File: config.mk
export PLATFORM = sky130hd
export DESIGN_NAME = target_generator
export DESIGN_NICKNAME = d
export VERILOG_FILES = /design/src/rtl/target_generator.sv
export SDC_FILE = /design/constraint.sdc
export NUM_CORES = 1
export LEC_CHECK = 0
export BUFFER_PORTS_ARGS = -buffer_cell sky130_fd_sc_hd__buf_2
export CORE_MARGIN = 8
export CORE_UTILIZATION = 55
export DETAILED_ROUTE_END_ITERATION = 16
export PLACE_DENSITY = 0.74
export SETUP_SLACK_MARGIN = 0.5
export SLEW_MARGIN = 30
export SYNTH_ARGS = -nofsm -noshare
export SYNTH_HDL_FRONTEND = slang
export SYNTH_SLANG_ARGS = --single-unit
File: constraint.sdc
create_clock -name CLK -period 8.8 [get_ports CLK]
set_input_delay 1.32 -clock CLK [delete_from_list [all_inputs] [get_ports CLK]]
set_output_delay 1.32 -clock CLK [all_outputs]
set_load 0.02 [all_outputs]
File: src/rtl/target_generator.sv
// target_generator: pseudo-random target cell source and score keeper for the snake controller.
// Define TARGET_LFSR_FREERUN_EN to let both LFSRs step every cycle instead of only while generating.
module target_generator #(
    parameter int           MAX_X       = 159,
    parameter int           MAX_Y       = 119,
    parameter int           INIT_X      = 40,
    parameter int           INIT_Y      = 30,
    parameter logic [7:0]   SEED_X      = 8'hA5,
    parameter logic [6:0]   SEED_Y      = 7'h35,
    parameter int           MAX_TRIES   = 32,
    parameter int           TARGET_GOAL = 10
) (
    input  logic       CLK,
    input  logic       RESET,
    input  logic [1:0] M_STATE,
    input  logic       REACHED,
    output logic [7:0] TARGET_H,
    output logic [6:0] TARGET_V,
    output logic       TARGET_VALID,
    output logic [3:0] SCORE,
    output logic       WIN
);
    localparam logic [7:0] MX   = 8'(MAX_X);
    localparam logic [6:0] MY   = 7'(MAX_Y);
    localparam logic [3:0] GOAL = 4'(TARGET_GOAL);
    localparam logic [4:0] LAST = 5'(MAX_TRIES - 1);

    typedef enum logic {IDLE, GEN} state_t;
    state_t state;

    logic [7:0] lx, cx;
    logic [6:0] ly, cy;
    logic [4:0] tries;
    logic [8:0] sum_h;
    logic [7:0] sum_v;
    logic       accept, hit, step;

    always_comb begin
        cx     = lx - 8'd1;
        cy     = ly - 7'd1;
        accept = cx <= MX && cy <= MY && !(cx == TARGET_H && cy == TARGET_V);
        sum_h  = {1'b0, TARGET_H} + 9'd37;
        sum_v  = {1'b0, TARGET_V} + 8'd29;
        hit    = REACHED && M_STATE == 2'd1 && !WIN;
    end

`ifdef TARGET_LFSR_FREERUN_EN
    assign step = 1'b1;
`else
    assign step = state == GEN;
`endif

    always_ff @(posedge CLK) begin
        if (RESET) begin
            state        <= IDLE;
            TARGET_H     <= 8'(INIT_X);
            TARGET_V     <= 7'(INIT_Y);
            TARGET_VALID <= 1'b1;
            SCORE        <= 4'd0;
            WIN          <= 1'b0;
            lx           <= SEED_X;
            ly           <= SEED_Y;
            tries        <= 5'd0;
        end else begin
            if (step) begin
                lx <= {lx[6:0], lx[7] ^ lx[5] ^ lx[4] ^ lx[3]};
                ly <= {ly[5:0], ly[6] ^ ly[5]};
            end
            if (state == IDLE) begin
                if (hit) begin
                    state        <= GEN;
                    TARGET_VALID <= 1'b0;
                    tries        <= 5'd0;
                    SCORE        <= SCORE == GOAL ? SCORE : SCORE + 4'd1;
                    WIN          <= SCORE + 4'd1 == GOAL;
                end
            end else if (accept) begin
                state        <= IDLE;
                TARGET_H     <= cx;
                TARGET_V     <= cy;
                TARGET_VALID <= 1'b1;
            end else if (tries == LAST) begin
                // Give up on the LFSRs and hop by a fixed stride so latency stays bounded.
                state        <= IDLE;
                TARGET_H     <= 8'(sum_h % 9'(MAX_X + 1));
                TARGET_V     <= 7'(sum_v % 8'(MAX_Y + 1));
                TARGET_VALID <= 1'b1;
            end else begin
                tries <= tries + 5'd1;
            end
        end
    end
endmodule

Word-level counts from Yosys, hierarchy flattened
Index checks and enable logic that the tools add are counted.
{ "word_totals": {"mem_count": 0, "regBits": 42, "output_inout_bits": 21, "latch_bits": 0, "in_bits": 5, "rom_bits": 0, "ramBits": 0, "elab_cells": 64} }
{ "classes": {"n_mux": 16, "eq_ne": 9, "shifts": 0, "multipliers": 0, "bitwise": 6, "n_lt_le_gt_ge": 2, "n_div": 2, "addsub": 6, "n_reduce_logical": 14} }
{ "ops": {"columns": ["op", "n"], "rows": [
  ["5-bit 2-to-1 mux", 4],
  ["8-bit 2-to-1 mux", 2],
  ["7-bit 2-to-1 mux", 2],
  ["8-bit by 6-bit adder with 9-bit output, second input constant", 1],
  ["9-bit by 8-bit remainder unit with 9-bit output, second input constant", 1],
  ["7-bit by 5-bit adder with 8-bit output, second input constant", 1],
  ["4-bit equality test, second input constant", 2],
  ["8-bit equality test", 1],
  ["8-bit <= comparator, second input constant", 1],
  ["8-bit by 7-bit remainder unit with 8-bit output, second input constant", 1],
  ["1-bit 2-to-1 mux", 8],
  ["8-bit by 1-bit subtractor with 8-bit output, second input constant", 1],
  ["7-bit equality test", 1],
  ["7-bit <= comparator, second input constant", 1],
  ["7-bit by 1-bit subtractor with 7-bit output, second input constant", 1],
  ["2-bit AND reduction", 3],
  ["3-bit AND reduction", 2],
  ["5-bit by 1-bit adder with 5-bit output, second input constant", 1],
  ["5-bit equality test, second input constant", 1],
  ["1-bit logical AND", 5],
  ["4-bit by 1-bit adder with 4-bit output, second input constant", 1],
  ["2-bit inequality test, second input constant", 2],
  ["2-bit nonzero test", 2],
  ["1-bit XOR", 4],
  ["other kinds (4)", 6]
]} }

Depth between registers and ports, before layout
Gate-level depths: netlist of run 1.
{ "logic_depth": {"depth_word": 7, "depth_mapped": 12} }

Least setup slack after synthesis of run 1
No wires, ideal clock.
{ "synth_path": {"kind": "register to register", "startpoint": "register ly[0]", "endpoint": "register tries[0]", "setup_time_ns": 0.121, "synth_period_minus_slack_ns": 2.823, "setup_slack_ns": 5.977, "arrival_ns": 2.702, "stages_incl_launch_ff": 11, "cell_sequence": "dfxtp_1 > inv_1 > ha_1 > buf_4 > mux2_2 > a211oi_1 > o221ai_1 > nor4_4 > nor2_4 > nor3b_4 > mux2_2"} }
{ "synth_via": {"elab_chain_len": 7, "elab_cells_between_ends": 9, "classes_between": "add/sub (1); order compare (1); eq/ne (2); reduce/logical (5)"} }
{ "synth_rtl": {"columns": ["item", "line", "text"], "rows": [
  ["from (decl)", "32", "logic [6:0] ly, cy;"],
  ["from (signal assigned)", "67", "ly <= {ly[5:0], ly[6] ^ ly[5]};"],
  ["7-bit by 1-bit subtractor with 7-bit output (*)", "40", "cy = ly - 7'd1;"],
  ["parallel branches: the longest is 3 deep, another holds 7-bit <= comparator", null, null],
  ["1-bit logical AND (*)", "41", "accept = cx <= MX && cy <= MY && !(cx == TARGET_H && cy == TARGET_V);"],
  ["2-bit inequality test (no source line) (*)", null, null],
  ["3-bit AND reduction (no source line) (*)", null, null],
  ["to (signal assigned)", "89", "tries <= tries + 5'd1;"],
  ["to (decl)", "33", "logic [4:0] tries;"]
]} }
Every way passes the cells marked *.
A chain may end at the register's enable or synchronous reset.

Final worst setup path of run 1
{ "layout_path": {"startpoint": "register ly[0]", "endpoint": "register TARGET_H[7]"} }
{ "layout_via": {"elab_chain_len": 7, "elab_cells_between_ends": 10, "classes_between": "add/sub (1); order compare (1); eq/ne (1); mux (1); reduce/logical (6)"} }
{ "layout_rtl": {"columns": ["item", "line", "text"], "rows": [
  ["7-bit by 1-bit subtractor with 7-bit output (*)", "40", null],
  ["parallel branches: the longest is 3 deep, another holds 7-bit <= comparator", null, null],
  ["1-bit logical AND (*)", "41", null],
  ["2-bit nonzero test (no source line)", null, null],
  ["2-bit AND reduction (no source line)", null, null],
  ["to (signal assigned)", "56", "TARGET_H <= 8'(INIT_X);"],
  ["to (signal assigned)", "85", "TARGET_H <= 8'(sum_h % 9'(MAX_X + 1));"],
  ["to (decl)", "17", "output logic [7:0] TARGET_H,"]
]} }
Marked as above.

==> metrics.txt, run 1 <==
outcome=finished clean; Logic pwr share=0.157; Top FF cell, synth=dfxtp_1; Internal Power=0.310 mW; synthesized net count=around 420; first-pass GRT wire length=13100 µm; Psw=0.125 mW; drt via density=6.19; Crit. End Element=flip-flop; max-slew violation count=0; share of cells above drive strength 1=0.128; register area share after synthesis=0.259; Root Buffer Master=clkbuf_8; minimum clock period after layout=3.40 ns; sequential power share=0.493; required time of the critical path=8.99 ns; leakage=approximately 1.3 nW; antenna fix cells=0; worst slew pin tran=0.847 ns; clk_skew=0.00660 ns; row cnt=28; Clock Tree Buf Depth=2; DIE AREA=0.00860 mm²; Max-Cap Viols=0; number of flops mapped to enable cells by yosys=0; drt drc=0; CTS tree=built; clk_lat worst skew=around 0.3 ns; vias=2924; Die Height=92.8 µm; Clk pwr share=0.350; clk sink count=42; routing usage on met3=0.0372; unrepaired setup endpoints after global routing=no; # hold bufs at CTS=0; Post-CTS Setup Bufs=0; Die X-Extent=92.8 µm; gr ovfl total=0; Core Region=0.00582 mm²; crit path launch type=flip-flop; Mapped Avg Cell Area=8.14 µm²; Final #Nets=413; Yosys cell types=68; HPWL Detailed=5350 µm; # fillers=541; number of buffers created by CTS=5; post_cts resized=0; crit path kind=flip-flop to flip-flop; Synth area leaders=dfxtp_1, mux2i_1, nand2_1; fin crit share=0.387; number of DRC markers in iteration 0=around 230; Peak supply drop=0.131 mV; Reg clk slew, reported paths=~0.080 ns; initial antenna violation count=0; Post-Route Setup TNS=0 ns; pwr/cell area=between 100 and 150 mW/mm²; CP max FO=26; number of global-route vias before repair=2748; met2 GRT Util=0.297; FFs w/ async S/R, synth=0; Yosys top cell area share=0.259; CP arrival=around 3.6 ns; Post-Synthesis Cells=slightly below 400; Area Growth Syn to Fin=5.17%; routability cong.=approximately 0.87; Rel. slew slack=0.435; GRT busiest layer=met2; total track usage=0.184; final core utilization=0.586; DR WL/cell=16.5 µm; pin count of the biggest net entering global routing=between 40 and 50; PortBufs=25; met1 global-route usage=0.235; synth warn=0; Cell Area, Synth=0.00324 mm²; Antenna Nets Post-Route=0; H-tree level count=2; highest clock rate=294 MHz; num ports=26; worst min path class=flip-flop to flip-flop; Yosys reg bits=between 40 and 50; Hold Vio Cnt, Final=0; switching part of the total power=0.287; DR pass1 iterations=5; largest area contributor in the netlist=dfxtp_1; Starting Density=0.557; final setup violation count=0; drt total wl=7770 µm
==> synth_stat cells (all sizes together) (5+ instances only) <==
master and n:
mux2i 23, inv 18, nor2b 7, o21ai 18, buf 15, nor4 6, nand3 10, o211ai 7
o31ai 6, nand2 46, nor2 32, a31oi 9, ha 12, dfxtp 42, and3 5, clkbuf 19
nor3 9, xor2 11, a21oi 16, xnor2 18
==> flip-flops by register name, indices dropped and copies added (netlist names) <==
register,cells
ly,7
TARGET_V,7
WIN,1
state,1
tries,5
TARGET_H,8
lx,8
TARGET_VALID,1
SCORE,4
==> final cells by class <==
cell class                 count  area (µm²)  area share
multi-input combinational    304        2170       0.636
sequential                    42         845       0.248
clock inverter                 3        40.0      0.0117
inverter                      18        67.6      0.0198
tap                           75        93.8      0.0275
clock buffer                   5        68.8      0.0202
timing repair buffer          25         125      0.0367
==> critical path, cell delays in order (launching register included) <==
cell and delay (ns):
dfxtp_1 0.45, inv_1 0.14, ha_1 0.33, or4b_4 0.28, o21bai_1 0.11, a21oi_1 0.08, o21ai_0 0.34, o311ai_4 0.23
nor2_4 0.63, o21ai_2 0.26, a2111oi_0 0.43
==> stage by stage <==
stage / hold slack, ns / setup slack [ns] / instance area [µm²] / instances / power, mW
global placement: 0.462 / 5.62 / 3300 / 464 / 0.285
global route: 0.504 / 5.21 / 3410 / 472 / 0.457
CTS: 0.481 / 5.39 / 3400 / 472 / 0.438
detailed placement: 0.461 / 5.43 / 3300 / 464 / 0.287
floorplan: 0.451 / 5.98 / 3240 / 398 / 0.274
finish: 0.482 / 5.40 / 3410 / 472 / 0.435
==> cells in the final DEF (no fill, tap or decap), types with 3 or more instances in the layout <==
cell type and instances:
a211oi_1 4, a21oi_1 16, a221oi_1 3, a22oi_1 4
a31oi_1 9, and3_1 5, buf_2 25, clkbuf_8 5
dfxtp_1 41, ha_1 12, inv_1 18, mux2_2 4
mux2i_1 23, nand2_1 46, nand2b_1 3, nand3_1 10
nand4_1 4, nor2_1 30, nor2b_1 7, nor3_1 7
nor4_1 5, o211ai_1 7, o21a_1 3, o21ai_0 17
o31ai_1 6, xnor2_1 18, xor2_1 11
==> worst paths after layout <==
check	startpoint	end	slack [ns]	depth (start not counted)
worst min-delay path	TARGET_VALID$_SDFFE_PP1P_	TARGET_VALID$_SDFFE_PP1P_	0.48	2
worst min register to register	TARGET_VALID$_SDFFE_PP1P_	TARGET_VALID$_SDFFE_PP1P_	0.48	2
worst max-delay path	ly[0]$_SDFFE_PP1P_	TARGET_H[7]$_SDFFE_PP0P_	5.40	10
worst max register to register	ly[0]$_SDFFE_PP1P_	TARGET_H[7]$_SDFFE_PP0P_	5.40	10
==> power groups by stage <==
stage	clock [mW]	sequential (mW)	combinational (mW)
after floorplan	0	0.209	0.0654
after detailed placement	0	0.219	0.0679
after CTS	0.156	0.214	0.0684
final	0.152	0.214	0.0684
after global placement	0	0.218	0.0667
after global routing	0.165	0.216	0.0751
==> cells by family (layout without fill, tap and decap cells) <==
kind of cell / after synthesis / after routing / synth area share
flip-flops: 42 / 42 / 0.259
multiplexers: 27 / 27 / 0.0849
AO/OA/AOI/OAI: 97 / 97 / 0.217
adder cells (fa/ha/maj): 12 / 12 / 0.0463
XOR/XNOR: 31 / 31 / 0.0923
buffers and inverters: 52 / 51 / 0.0718
AND/OR/NAND/NOR: 137 / 137 / 0.228
==> routing by layer <==
metal  up-vias  share of wire  wire, µm
met3        14          0.069       538
met1      1395           0.45      3460
met4         0          0.017       129
li1       1418              -         -
met2        97           0.47      3650
met5         -              0         0
No activity file was read; power rests on OpenSTA's default activity.
==> inputs of run 2 (changes only) <==
ABC_AREA = 1   (was not set)
CORE_UTILIZATION = 54   (was 55)
PLACE_DENSITY = 0.76   (was 0.74)
clock period = 3.1 ns   (was 8.8 ns; I/O delays follow)
==> metrics.txt, run 2 <==
Post-Synthesis Cells=447 (+12%); gr ovfl total=0 (unchanged); Top FF cell, synth=dfxtp_1; Reg clk slew, reported paths=0.09 ns (about the same); share of cells above drive strength 1=0.163 (+0.0347); Max-Cap Viols=0 (unchanged); row cnt=27 (-3.6%); # fillers=511 (-5.5%); pwr/cell area=373 mW/mm² (+190%); met2 WL=3200 µm (-12%); FF-to-FF setup slack=0.77 ns (-4.63 ns); synth warn=0 (unchanged); total track usage=0.171 (-0.0123); placed cells=536 (+16%); vias=2831 (-3.2%); largest area contributor in the netlist=dfxtp_1; clk sink count=42 (unchanged); Post-Synth Simple-Gate Area=0.383 (+0.155); reg-to-reg critical path startpoint=ly[0]$_SDFFE_PP1P_; M1 wire length=3240 µm (-6.3%); min-delay src=WIN$_SDFFE_PP0P_; post-route cell area=0.00323 mm² (-5.3%); Starting Density=0.548 (-0.00885); routed length on met3=293 µm (-46%); Worst Hold End=WIN$_SDFFE_PP0P_; outcome=finished clean; drt total wl=6830 µm (-12%); number of flops mapped to enable cells by yosys=0 (unchanged); CP max FO=17 (-35%); area of the multi-input gates=0.00184 mm² (-15%); final core utilization=0.597 (+0.0109); Placed Area=0.00311 mm² (-5.5%); Antenna Nets Post-Route=0 (unchanged); top cells by count, synth=nand2_1, inv_1, dfxtp_1, nand3_1, nor2_1; main combinational cell family by area after synthesis=simple AND/OR/NAND/NOR gates; unrepaired setup endpoints after global routing=yes; Worst path max stage delay=0.40 ns (-0.23 ns); Clock Tree Buf Depth=2 (unchanged); Cell Area, Synth=0.00296 mm² (-8.5%); DR pass1 iterations=4 (-1); number of DRC markers in iteration 0=141 (-39%); Rel. slew slack=0.724 (+0.288); minimum clock period after layout=2.33 ns (-1.07 ns); crit path launch type=flip-flop; Area Growth Syn to Fin=8.86%; Hold Vio Cnt, Final=0 (unchanged); fin crit share=0.752 (+0.365); antenna fix cells=0 (unchanged); Power, Total=1.20 mW (+180%); Root Buffer Master=clkbuf_8; DIE AREA=0.00812 mm² (-5.7%); worst min path class=flip-flop to flip-flop; register area share after synthesis=0.284 (+0.0242); Post-Layout Cell Count=544 (+15%); xor/xnor cell area share of the yosys netlist=0.0528 (-0.0395); r2r endpoint=TARGET_V[0]$_SDFFE_PP0P_; Crit. End Element=flip-flop; drt via density=5.20 (-16%); commonest non-fill, non-tap cells in the layout=nand2_1, inv_1, dfxtp_1, nand3_1, nor2_1; Core Region=0.00541 mm² (-7.1%); max-slew violation count=0 (unchanged); CP startpoint=ly[0]$_SDFFE_PP1P_; Synth area leaders=dfxtp_1, nand2_1, nand3_1; HPWL Detailed=5150 µm (-3.7%); CP arrival=2.58 ns (-1.01 ns); worst slew pin tran=0.412 ns (-0.435 ns); first-pass GRT wire length=12000 µm (-8.1%); crit path kind=flip-flop to flip-flop; Yosys top cell area share=0.284 (+0.0242); pin count of the biggest net entering global routing=33 (-33%); drt drc=0 (unchanged); Yosys cell types=36 (-47%); initial antenna violation count=0 (unchanged); Register Area=841 µm² (-0.44%); slowest CP cell=dfxtp_1; Cell Chain, Critical Path=inv_2 > ha_1 > xnor2_1 > nor2_1 > nand3_1 > nor2_1 > nand2_1 > nor2_2 > nand3_4 > nand3_4 > nand2_4 > inv_8 > nor2_1 > nor2_1; DR WL/cell=12.6 µm (-24%); CTS tree=built; WHS Path Cells=2 (unchanged); leakage=1.50 nW (+16%); Die X-Extent=90.1 µm (-2.9%); Top Metal Used=met4; routability cong.=0.865 (-1.1%); Reg2Reg Depth=14 (+4); clk_skew=0.00453 ns (-0.00206 ns); PortBufs=25 (unchanged); number of buffers created by CTS=5 (unchanged); Yosys reg bits=42 (unchanged); portion of netlist area occupied by mux cells=0 (-0.0849); synthesized net count=464 (+12%); final setup violation count=0 (unchanged); Post-Route Setup TNS=0 ns (unchanged); Mapped Avg Cell Area=6.63 µm² (-19%); Synth Area in Compound Gates=0.130 (-0.0874); required time of the critical path=3.34 ns (-5.65 ns); clk_lat worst skew=0.30 ns (about the same); Final #Nets=488 (+18%); leading registers by flop count=TARGET_H x8, lx x8; FFs w/ async S/R, synth=0 (unchanged); Peak supply drop=0.292 mV (+120%); most numerous cell in the Yosys netlist=nand2_1; Die Height=90.1 µm (-2.9%); num ports=26 (unchanged); Adder-Cell Fraction of Synth Area=0.0507 (+0.00432); H-tree level count=2 (unchanged); commonest non-fill, non-tap cell in the layout=nand2_1; highest clock rate=429 MHz (+46%); number of global-route vias before repair=2724 (-0.87%); Top cell by count, worst path=nor2_1
## run 2: cell count changes in the layout (fill, tap and decap cells not counted), sizes merged, moves of 8 or more
cell   before  now
xnor2      18    5
mux2i      23    0
nand3      10   47
nand2      46  123
o21ai      18   39
inv        18   56
nand4       4   17
a31oi       9    1
nor2       32   47
a21oi      16   29
## run 2: critical path: cells and delay by family, from the launching register on
family | cells | cell delay [ns]
adders and majority gates | 1 | 0.35
DFF | 1 | 0.40
buffers and inverters | 2 | 0.28
xor gates and xnor gates | 1 | 0.14
and+or+nand+nor | 10 | 1.09
## run 2: area by class of cell
type                    count  share of cell area
clock buffers               6              0.0256
clock inverters             2             0.00504
inverters                  56              0.0675
multi-input cells         339               0.570
flip-flops and latches     42               0.261
well taps                  72              0.0279
repair buffers             27              0.0434
## run 2: what timing repair did
item                                    4_1_cts  5_1_grt
buffers inserted                              0        0
gates resized for setup                       0        3
endpoints found under the setup margin        0       19
hold buffers                                  0        0
hold endpoints to repair                      0        0
## run 2: how the worst max path moves through the flow
stage	endpoint	slack, ns	depth (start not counted)
after global routing	tries[0]$_SDFFE_PP0P_	0.49	16
after floorplan	TARGET_V[5]$_SDFFE_PP0P_	1.08	14
after CTS	TARGET_V[6]$_SDFFE_PP0P_	0.71	17
after detailed placement	TARGET_V[6]$_SDFFE_PP0P_	0.74	17
final	TARGET_V[0]$_SDFFE_PP0P_	0.77	14
after global placement	TARGET_V[6]$_SDFFE_PP0P_	0.78	17
## run 2: routing by layer
layer	up-vias	GRT usage
met5	-	0
met3	11	0.0308
met4	0	0.0555
li1	1500	-
met2	51	0.299
met1	1269	0.207
## run 2: stage by stage
| step | worst slack (ns) | hold WS, ns |
|---|---|---|
| after global placement | 0.778 | 0.457 |
| after floorplan | 1.08 | 0.439 |
| after CTS | 0.713 | 0.481 |
| after detailed placement | 0.738 | 0.463 |
| after global routing | 0.492 | 0.505 |
| final | 0.768 | 0.477 |
## run 2: logic make-up after synthesis
group           count (synthesis)
simple gates                  238
fa+ha+maj                      12
flops                          42
xor+xnor                       17
buf+inv                        66
compound gates                 72
## run 2: power by group
part | switching [mW] | internal, mW
Sequential | 0.0272 | 0.560
Clock | 0.207 | 0.184
Combinational | 0.151 | 0.0744
Total | 0.385 | 0.818
